File: src/rtl/node_rec_rr_arbiter.sv
// Round-robin arbiter that grants one CAN bus receive flag at a time to the shared receive read path.
// Optional grant watchdog is built only when NODE_REC_TIMEOUT_EN is defined.
module node_rec_rr_arbiter #(
  parameter int N_BUS       = 32,
  parameter int ID_W        = 5,
  parameter int TIMEOUT_CYC = 1024,
  parameter int CNT_W       = 16
) (
  input  logic             clk,
  input  logic             rst,
  input  logic [N_BUS-1:0] can_rec,
  input  logic             enable,
  input  logic             rec_ack,
  output logic [N_BUS-1:0] grant,
  output logic [ID_W-1:0]  grant_id,
  output logic             grant_valid,
  output logic             grant_abort,
  output logic [CNT_W-1:0] grant_cnt,
  output logic             timeout
);

  if ((2 ** ID_W) < N_BUS) begin : g_bad_id_w
    $error("node_rec_rr_arbiter: ID_W is too narrow to index N_BUS requesters");
  end
  if (TIMEOUT_CYC < 2) begin : g_bad_timeout
    $error("node_rec_rr_arbiter: TIMEOUT_CYC must be at least 2");
  end

  typedef enum logic [1:0] {
    ST_IDLE,
    ST_GRANT,
    ST_RELEASE
  } state_t;

  state_t           state_q, state_d;
  logic [ID_W-1:0]  ptr_q, ptr_d;
  logic [N_BUS-1:0] grant_q, grant_d;
  logic [ID_W-1:0]  grant_id_q, grant_id_d;
  logic             grant_valid_q, grant_valid_d;
  logic             grant_abort_q, grant_abort_d;
  logic [CNT_W-1:0] grant_cnt_q, grant_cnt_d;
  logic             timeout_q, timeout_d;

  logic [ID_W-1:0]  sel_id;
  logic             sel_found;
  logic [ID_W-1:0]  ptr_adv;
  logic             wd_expired;
  logic             withdrawn;

  // Rotating priority search: scanning offsets high-to-low leaves the
  // closest requester at or after ptr as the final winner.
  always_comb begin
    logic [ID_W-1:0] idx;
    // NOTE: every combinational output gets a default before any branch so no latch is inferred.
    idx       = '0;
    sel_id    = '0;
    sel_found = 1'b0;
    for (int i = N_BUS - 1; i >= 0; i--) begin
      idx = ID_W'((int'(ptr_q) + i) % N_BUS);
      if (can_rec[idx]) begin
        sel_id    = idx;
        sel_found = 1'b1;
      end
    end
  end

  assign ptr_adv   = (grant_id_q == ID_W'(N_BUS - 1)) ? '0 : grant_id_q + ID_W'(1);
  assign withdrawn = ~can_rec[grant_id_q];

`ifdef NODE_REC_TIMEOUT_EN
  localparam int WD_W = $clog2(TIMEOUT_CYC);

  logic [WD_W-1:0] wd_q;

  assign wd_expired = (state_q == ST_GRANT) && (wd_q == WD_W'(TIMEOUT_CYC - 1));

  // Held at zero outside GRANT, so it is already clear on GRANT entry.
  always_ff @(posedge clk) begin
    if (rst) begin
      wd_q <= '0;
    end else if (state_q != ST_GRANT) begin
      wd_q <= '0;
    end else if (!wd_expired) begin
      wd_q <= wd_q + WD_W'(1);
    end
  end
`else
  assign wd_expired = 1'b0;
`endif

  always_comb begin
    state_d       = state_q;
    ptr_d         = ptr_q;
    grant_d       = grant_q;
    grant_id_d    = grant_id_q;
    grant_valid_d = grant_valid_q;
    grant_abort_d = 1'b0;
    grant_cnt_d   = grant_cnt_q;
    timeout_d     = 1'b0;

    case (state_q)
      ST_IDLE: begin
        if (enable && sel_found) begin
          state_d       = ST_GRANT;
          grant_d       = N_BUS'(1) << sel_id;
          grant_id_d    = sel_id;
          grant_valid_d = 1'b1;
        end
      end

      ST_GRANT: begin
        // Ack wins over a same-cycle withdrawal; either wins over the watchdog.
        if (rec_ack) begin
          grant_cnt_d = grant_cnt_q + CNT_W'(1);
        end else if (withdrawn) begin
          grant_abort_d = 1'b1;
        end else if (wd_expired) begin
          timeout_d = 1'b1;
        end

        if (rec_ack || withdrawn || wd_expired) begin
          state_d       = ST_RELEASE;
          ptr_d         = ptr_adv;
          grant_d       = '0;
          grant_valid_d = 1'b0;
        end
      end

      ST_RELEASE: begin
        state_d = ST_IDLE;
      end

      default: begin
        state_d       = ST_IDLE;
        grant_d       = '0;
        grant_valid_d = 1'b0;
      end
    endcase
  end

  // NOTE: sequential state uses non-blocking assignments so every register samples pre-edge values.
  always_ff @(posedge clk) begin
    if (rst) begin
      state_q       <= ST_IDLE;
      ptr_q         <= '0;
      grant_q       <= '0;
      grant_id_q    <= '0;
      grant_valid_q <= 1'b0;
      grant_abort_q <= 1'b0;
      grant_cnt_q   <= '0;
      timeout_q     <= 1'b0;
    end else begin
      state_q       <= state_d;
      ptr_q         <= ptr_d;
      grant_q       <= grant_d;
      grant_id_q    <= grant_id_d;
      grant_valid_q <= grant_valid_d;
      grant_abort_q <= grant_abort_d;
      grant_cnt_q   <= grant_cnt_d;
      timeout_q     <= timeout_d;
    end
  end

  assign grant       = grant_q;
  assign grant_id    = grant_id_q;
  assign grant_valid = grant_valid_q;
  assign grant_abort = grant_abort_q;
  assign grant_cnt   = grant_cnt_q;
  assign timeout     = timeout_q;

endmodule
File: config.mk
export PLATFORM = sky130hd
export DESIGN_NAME = node_rec_rr_arbiter
export DESIGN_NICKNAME = d
export VERILOG_FILES = /design/src/rtl/node_rec_rr_arbiter.sv
export SDC_FILE = /design/constraint.sdc
export NUM_CORES = 1
export LEC_CHECK = 0
export ABC_AREA = 1
export ABC_CLOCK_PERIOD_IN_PS = 6350
export BUFFER_PORTS_ARGS = -buffer_cell sky130_fd_sc_hd__buf_2
export CAP_MARGIN = 30
export CORE_MARGIN = 2
export CORE_UTILIZATION = 25
export CTS_CLUSTER_DIAMETER = 150
export CTS_CLUSTER_SIZE = 30
export DETAILED_ROUTE_END_ITERATION = 10
export PLACE_DENSITY = 0.43
export SYNTH_ARGS = -nofsm -noshare
export SYNTH_HDL_FRONTEND = slang
export SYNTH_SLANG_ARGS = --single-unit
File: constraint.sdc
create_clock -name clk -period 6.35 [get_ports clk]
set_clock_uncertainty 0.2 [all_clocks]
set_input_delay 0.3175 -clock clk [delete_from_list [all_inputs] [get_ports clk]]
set_output_delay 0.3175 -clock clk [all_outputs]
set_load 0.02 [all_outputs]
## Word-level counts from Yosys, hierarchy flattened

Index checks and enable logic that the tools add are counted.

| storage, ports and cells | value |
|---|---|
| flip-flop bits (word level) | 62 |
| input port bits | 36 |
| output and inout bits | 56 |
| word-level logic and storage cells | 232 |

| cells by class | value |
|---|---|
| add/subtract/negate cells | 33 |
| $lt $le $gt $ge | 33 |
| equality and inequality tests | 5 |
| shift operators | 1 |
| muxes and demuxes | 141 |
| bitwise logic cells | 3 |
| reduce and logical (&&, ||, !) cells | 9 |

Operator list:

| kind | number |
|---|---|
| 5-bit by 6-bit < comparator with 1-bit output (second input constant) | 33 |
| 1-bit binary-select mux with 5-bit select | 33 |
| 5-bit two-way mux | 33 |
| 32-bit one-hot mux with 3 select lines | 1 |
| 5-bit adder (second input constant) | 16 |
| 1-bit two-way mux | 68 |
| 32-bit two-way mux | 2 |
| 5-bit by 4-bit adder with 5-bit output (second input constant) | 8 |
| 1-bit by 5-bit left shift with 32-bit output (first input constant) | 1 |
| 5-bit by 3-bit adder with 5-bit output (second input constant) | 4 |
| 16-bit by 1-bit adder with 16-bit output (second input constant) | 1 |
| 5-bit by 1-bit adder with 5-bit output (second input constant) | 2 |
| 5-bit by 2-bit adder with 5-bit output (second input constant) | 2 |
| 2-bit AND reduction | 4 |
| 5-bit == test (second input constant) | 1 |
| 2-bit two-way mux | 2 |
| 2-bit != test (second input constant) | 2 |
| 2-bit one-hot mux with 2 select lines | 1 |
| 1-bit inverter | 3 |
| 1-bit one-hot mux with 3 select lines | 1 |
| 3-bit AND reduction | 1 |
| 3-bit OR reduction | 1 |
| 2-bit by 1-bit == test with 1-bit output (second input constant) | 1 |
| 2-bit == test (second input constant) | 1 |
| 3 further kinds | 3 |

## Logic depth before layout (Yosys ltp)

| depth | value |
|---|---|
| depth after elaboration | 38 |
| mapped depth | 54 |

## Worst setup path before layout

No wires, ideal clock.

| timing | value |
|---|---|
| path kind | flip-flop to flip-flop |
| start | register ptr_q[1] |
| end | register grant_q[30] (netlist: grant[30]) |
| data arrival time | 4.526 ns |
| required time | 6.080 ns |
| path slack | 1.554 ns |
| stages on the path, launching flop included | 48 |
| path buffers | 6 |
| clock period less this slack | 4.796 ns |
| cell sequence | dfxtp_1 > buf_4 > inv_2 > buf_4 > buf_6 > clkbuf_1 > ha_1 > buf_2 > clkinv_1 > buf_2 > nand3_1 > nand3_1 > nand2_1 > o21ai_1 > nor2_1 > nor2_1 > inv_2 > a31oi_1 > [... 12 more ...] > nand2_1 > nand2_1 > nand2_1 > nand2_1 > nand2_1 > nand2_1 > nand2_1 > nand2_1 > nand2_1 > nand2_1 > nand2_1 > nand2_1 > nand2_1 > inv_2 > nand2_1 > nor2_2 > nand4_1 > a21oi_1 |

| between the ends | value |
|---|---|
| longest elaborated chain between the ends | 38 |
| elaborated cells between the ends (all ways) | 165 |

RTL lines:

| what | RTL line | source |
|---|---|---|
| start, declared | 36 | `logic [ID_W-1:0] ptr_q, ptr_d;` |
| start signal, assigned | 154 | `ptr_q <= ptr_d;` |
| 5-bit adder | 59 | `idx = ID_W'((int'(ptr_q) + i) % N_BUS);` |
| 1-bit binary-select mux with 5-bit select | 60 | `if (can_rec[idx]) begin` |
| 1-bit two-way mux (implied by the code) | 60 |  |
| 5-bit two-way mux or 1-bit two-way mux (tied branches) (32 in a row) | 60 |  |
| 1-bit by 5-bit left shift with 32-bit output or 1-bit logical AND (tied branches) | 105, 103 |  |
| 32-bit two-way mux or 2-bit != test (tied branches) | - |  |
| 32-bit one-hot mux with 3 select lines or 3-bit AND reduction (tied branches) | - |  |
| end signal, assigned | 155 | `grant_q <= grant_d;` |
| end, declared | 37 | `logic [N_BUS-1:0] grant_q, grant_d;` |

Several ways; a longest one is shown, not always the timed one. The select of a mux whose other input is x is not followed.
A chain may end at the register's enable or synchronous reset.

## Final worst setup path

| timing | value |
|---|---|
| start | register ptr_q[0] |
| end | register grant_q[17] (netlist: grant[17]) |

Same word-level chain as after synthesis.

==> qor.csv <==
stage;metric;value;unit
timing;hold_slack;85.4;ps
detailed_routing;wl_per_cell;17.7;um
timing;finalHoldViolCount;0;
floorplanning;ios;92;
clock_network;htreeDepth;3;
logic_synthesis;synth_fp_nets;1292;
floorplanning;initial_core_util;0.252;
worst_setup_path;slowest_delay;550;ps
place;place_hpwl;23500;um
clock_network;clk_pin_slew;50;ps
layout;area.growth.synth_to_final;16.4;%
clock_network;numCtsBuffers;9;
flow_run;drv_cap;0;
logic_synthesis;synth_edf_count;0;
floorplanning;die_height;171;um
timing;finalWorstSetupSlack;571;ps
timing;rsz0062_at_grt;false;
clock_network;cts_tree;built;
grt;antenna_found_initial;0;
run_status;status;complete, no violations;
timing;maxSlewViolCount;0;
timing;relSlewSlack;0.365;
logic_synthesis;ys_ff_latch;62;
layout;final_area;8100;um2
clock_network;clockBufferDepth;2;
logic_synthesis;synth_cells;1240;
power_and_ir_drop;combinationalPowerShare;0.722;
place;portBuffers;90;
worst_setup_path;cp_data_required_time;6320;ps
grt;grt_max_degree;60;
timing;tns;0;ps
detailed_routing;drtIter0Drc;755;
floorplanning;rows;61;
logic_synthesis;synthFlopType;dfxtp_1;
layout;finalNetCount;1363;
place;post_dp_cell_area;7780;um2
place;dp_slack;553;ps
floorplanning;core_area;27600;um2
timing;timing.fmax;173;MHz
power_and_ir_drop;power_switching_share;0.578;
power_and_ir_drop;p_clk_frac;0.152;
grt;grt_overflow;0;
timing;period_share;0.910;
detailed_routing;drc_errors;0;
worst_setup_path;cp-end-kind;register;
power_and_ir_drop;intPower;0.00148;W
power_and_ir_drop;seqPwrFrac;0.126;
power_and_ir_drop;p_sw;0.00202;W
logic_synthesis;avgSynthCellArea;5.61;um2
floorplanning;die_area;29200;um2
timing;tightest_slew;953;ps
worst_setup_path;path_class;reg -> reg;
min_path;min_path_type;in -> reg;
power_and_ir_drop;power;0.00349;W
clock_network;root_buffer;clkbuf_16;
layout;drive_gt1_frac;0.135;
power_and_ir_drop;p_leak;3.84;nW
clock_network;insertion_delay;330;ps
floorplanning;fp.dieW;171;um
clock_network;clkSinkCount;62;
place;place.gp.congestion;0.919;
worst_setup_path;cp_top_family;simple AND/OR/NAND/NOR gates;
grt;grt_pass1_vias;7951;
logic_synthesis;yosysSeqAreaShare;0.178;
worst_setup_path;cp_num_buf_inv;2;
timing;setup_viol;0;
grt;grt_pass1_wl;46100;um
logic_synthesis;yosysWarningCount;0;
grt;track_usage;0.206;
detailed_routing;finalWirelength;29900;um
detailed_routing;drtPass1Iterations;5;
logic_synthesis;async_flop_share;0;
worst_setup_path;cpMostUsedCell;nand2_1;
power_and_ir_drop;power_density;431;nW/um2
layout;antenna_cells;0;
worst_setup_path;cp_max_fo;59;
logic_synthesis;yosysUniqueCellTypes;46;
detailed_routing;vias;8638;
logic_synthesis;syn_area;6960;um2
power_and_ir_drop;ir_worst_vdd;188;uV
worst_setup_path;cp.arrival;5750;ps
detailed_routing;ant_nets;0;
detailed_routing;viasPerCell;5.10;
worst_setup_path;cp_slowest_cell;ha_1;
timing;finalCriticalPeriod;5780;ps
worst_setup_path;start_kind;register;
[placed cells by master (no fill, tap or decap), types with 15 or more instances in the layout]
master and n:
a31oi_1 15, buf_4 21, buf_2 91, dfxtp_1 61, a21oi_1 164, nor2_1 51
o21ai_0 55, nand2_1 392, inv_1 94, ha_1 16, nand3_1 204, nand4_1 21
[metrics by stage]
step / utilization / std cells
after floorplan: - / 1240
after global placement: 0.281 / 1677
after detailed placement: 0.281 / 1678
after CTS: 0.293 / 1694
after global routing: 0.293 / 1694
final: 0.293 / 1694
[flip-flops by register name, indices dropped and copies added (netlist names)]
register / cells
grant_cnt: 16
grant_abort: 1
ptr_q: 5
state_q: 2
grant_id: 5
grant: 32
grant_valid: 1
[per-layer routing]
metal  vias up  routed length, um  track usage
met1      3963              13600        0.280
met5         -                  0            0
met4         0                582       0.0520
li1       4316                  -            -
met2       323              13600        0.341
met3        36               2090       0.0310
[timing repair]
| item | 4_1_cts | 5_1_grt |
|---|---|---|
| resized for setup | 0 | 1 |
| buffers inserted | 0 | 0 |
| hold buffers | 0 | 0 |
| setup endpoints to repair | 0 | 16 |
[worst min-delay path: cells and delay by family]
kind            cells  cell delay (ps)
buf+inv             1              120
simple gates        1               70
compound gates      1               60
[power by group through the flow]
| stage | clock (W) | sequential, W | combinational (W) |
|---|---|---|---|
| final | 0.000531 | 0.000440 | 0.00252 |
| after global routing | 0.000557 | 0.000445 | 0.00280 |
| after CTS | 0.000544 | 0.000440 | 0.00249 |
| after detailed placement | 0 | 0.000448 | 0.00248 |
| after global placement | 0 | 0.000448 | 0.00251 |
| after floorplan | 0 | 0.000460 | 0.00176 |
[cells in the mapped netlist, types with 4 or more instances]
cell / number / area share
nand2_1: 392 / 0.21
buf_4: 7 / 0.0075
o21ai_1: 7 / 0.0050
o22ai_1: 7 / 0.0063
a21oi_1: 164 / 0.12
nor2_4: 4 / 0.0065
nor4_1: 6 / 0.0054
o21a_1: 8 / 0.0086
o21ai_0: 55 / 0.040
nor3_1: 10 / 0.0072
clkbuf_1: 23 / 0.012
a31oi_1: 15 / 0.013
inv_1: 94 / 0.051
nor2_2: 7 / 0.0063
ha_1: 16 / 0.029
nand3_2: 9 / 0.013
nor2_1: 51 / 0.028
inv_2: 10 / 0.0054
buf_2: 19 / 0.014
nand3_1: 204 / 0.15
xor2_1: 10 / 0.013
dfxtp_1: 62 / 0.18
nand4_1: 21 / 0.019
buf_6: 4 / 0.0065
[layout make-up]
| cell class | instances | area (um2) |
|---|---|---|
| clock buffers | 9 | 225 |
| clock inverters | 7 | 98.8 |
| fillers | 3204 | 19500 |
| inverters | 107 | 404 |
| multi-input cells | 1018 | 5040 |
| flip-flops and latches | 62 | 1240 |
| well taps | 378 | 473 |
| repair buffers | 113 | 624 |
[cells by family after synthesis]
logic type,count (synthesis),share of synthesized area
other cells,1,0.000539
buf+inv,160,0.0981
mux,1,0.00144
xor+xnor,18,0.0324
simple gates,716,0.456
compound gates,266,0.205
fa+ha+maj,16,0.0288
flops,62,0.178
[final timing paths]
| path | start | cells past startpoint | endpoint | slack, ps |
|---|---|---|---|---|
| max reg2reg | ptr_q[0]$_SDFFE_PP0P_ | 47 | grant[17]$_SDFFE_PP0P_ | 570 |
| min reg2reg | grant_cnt[15]$_SDFFE_PP0P_ | 1 | grant_cnt[15]$_SDFFE_PP0P_ | 260 |
| min | rec_ack | 3 | grant_cnt[1]$_SDFFE_PP0P_ | 90 |
| max | ptr_q[0]$_SDFFE_PP0P_ | 47 | grant[17]$_SDFFE_PP0P_ | 570 |
No activity file was read; power rests on OpenSTA's default activity.
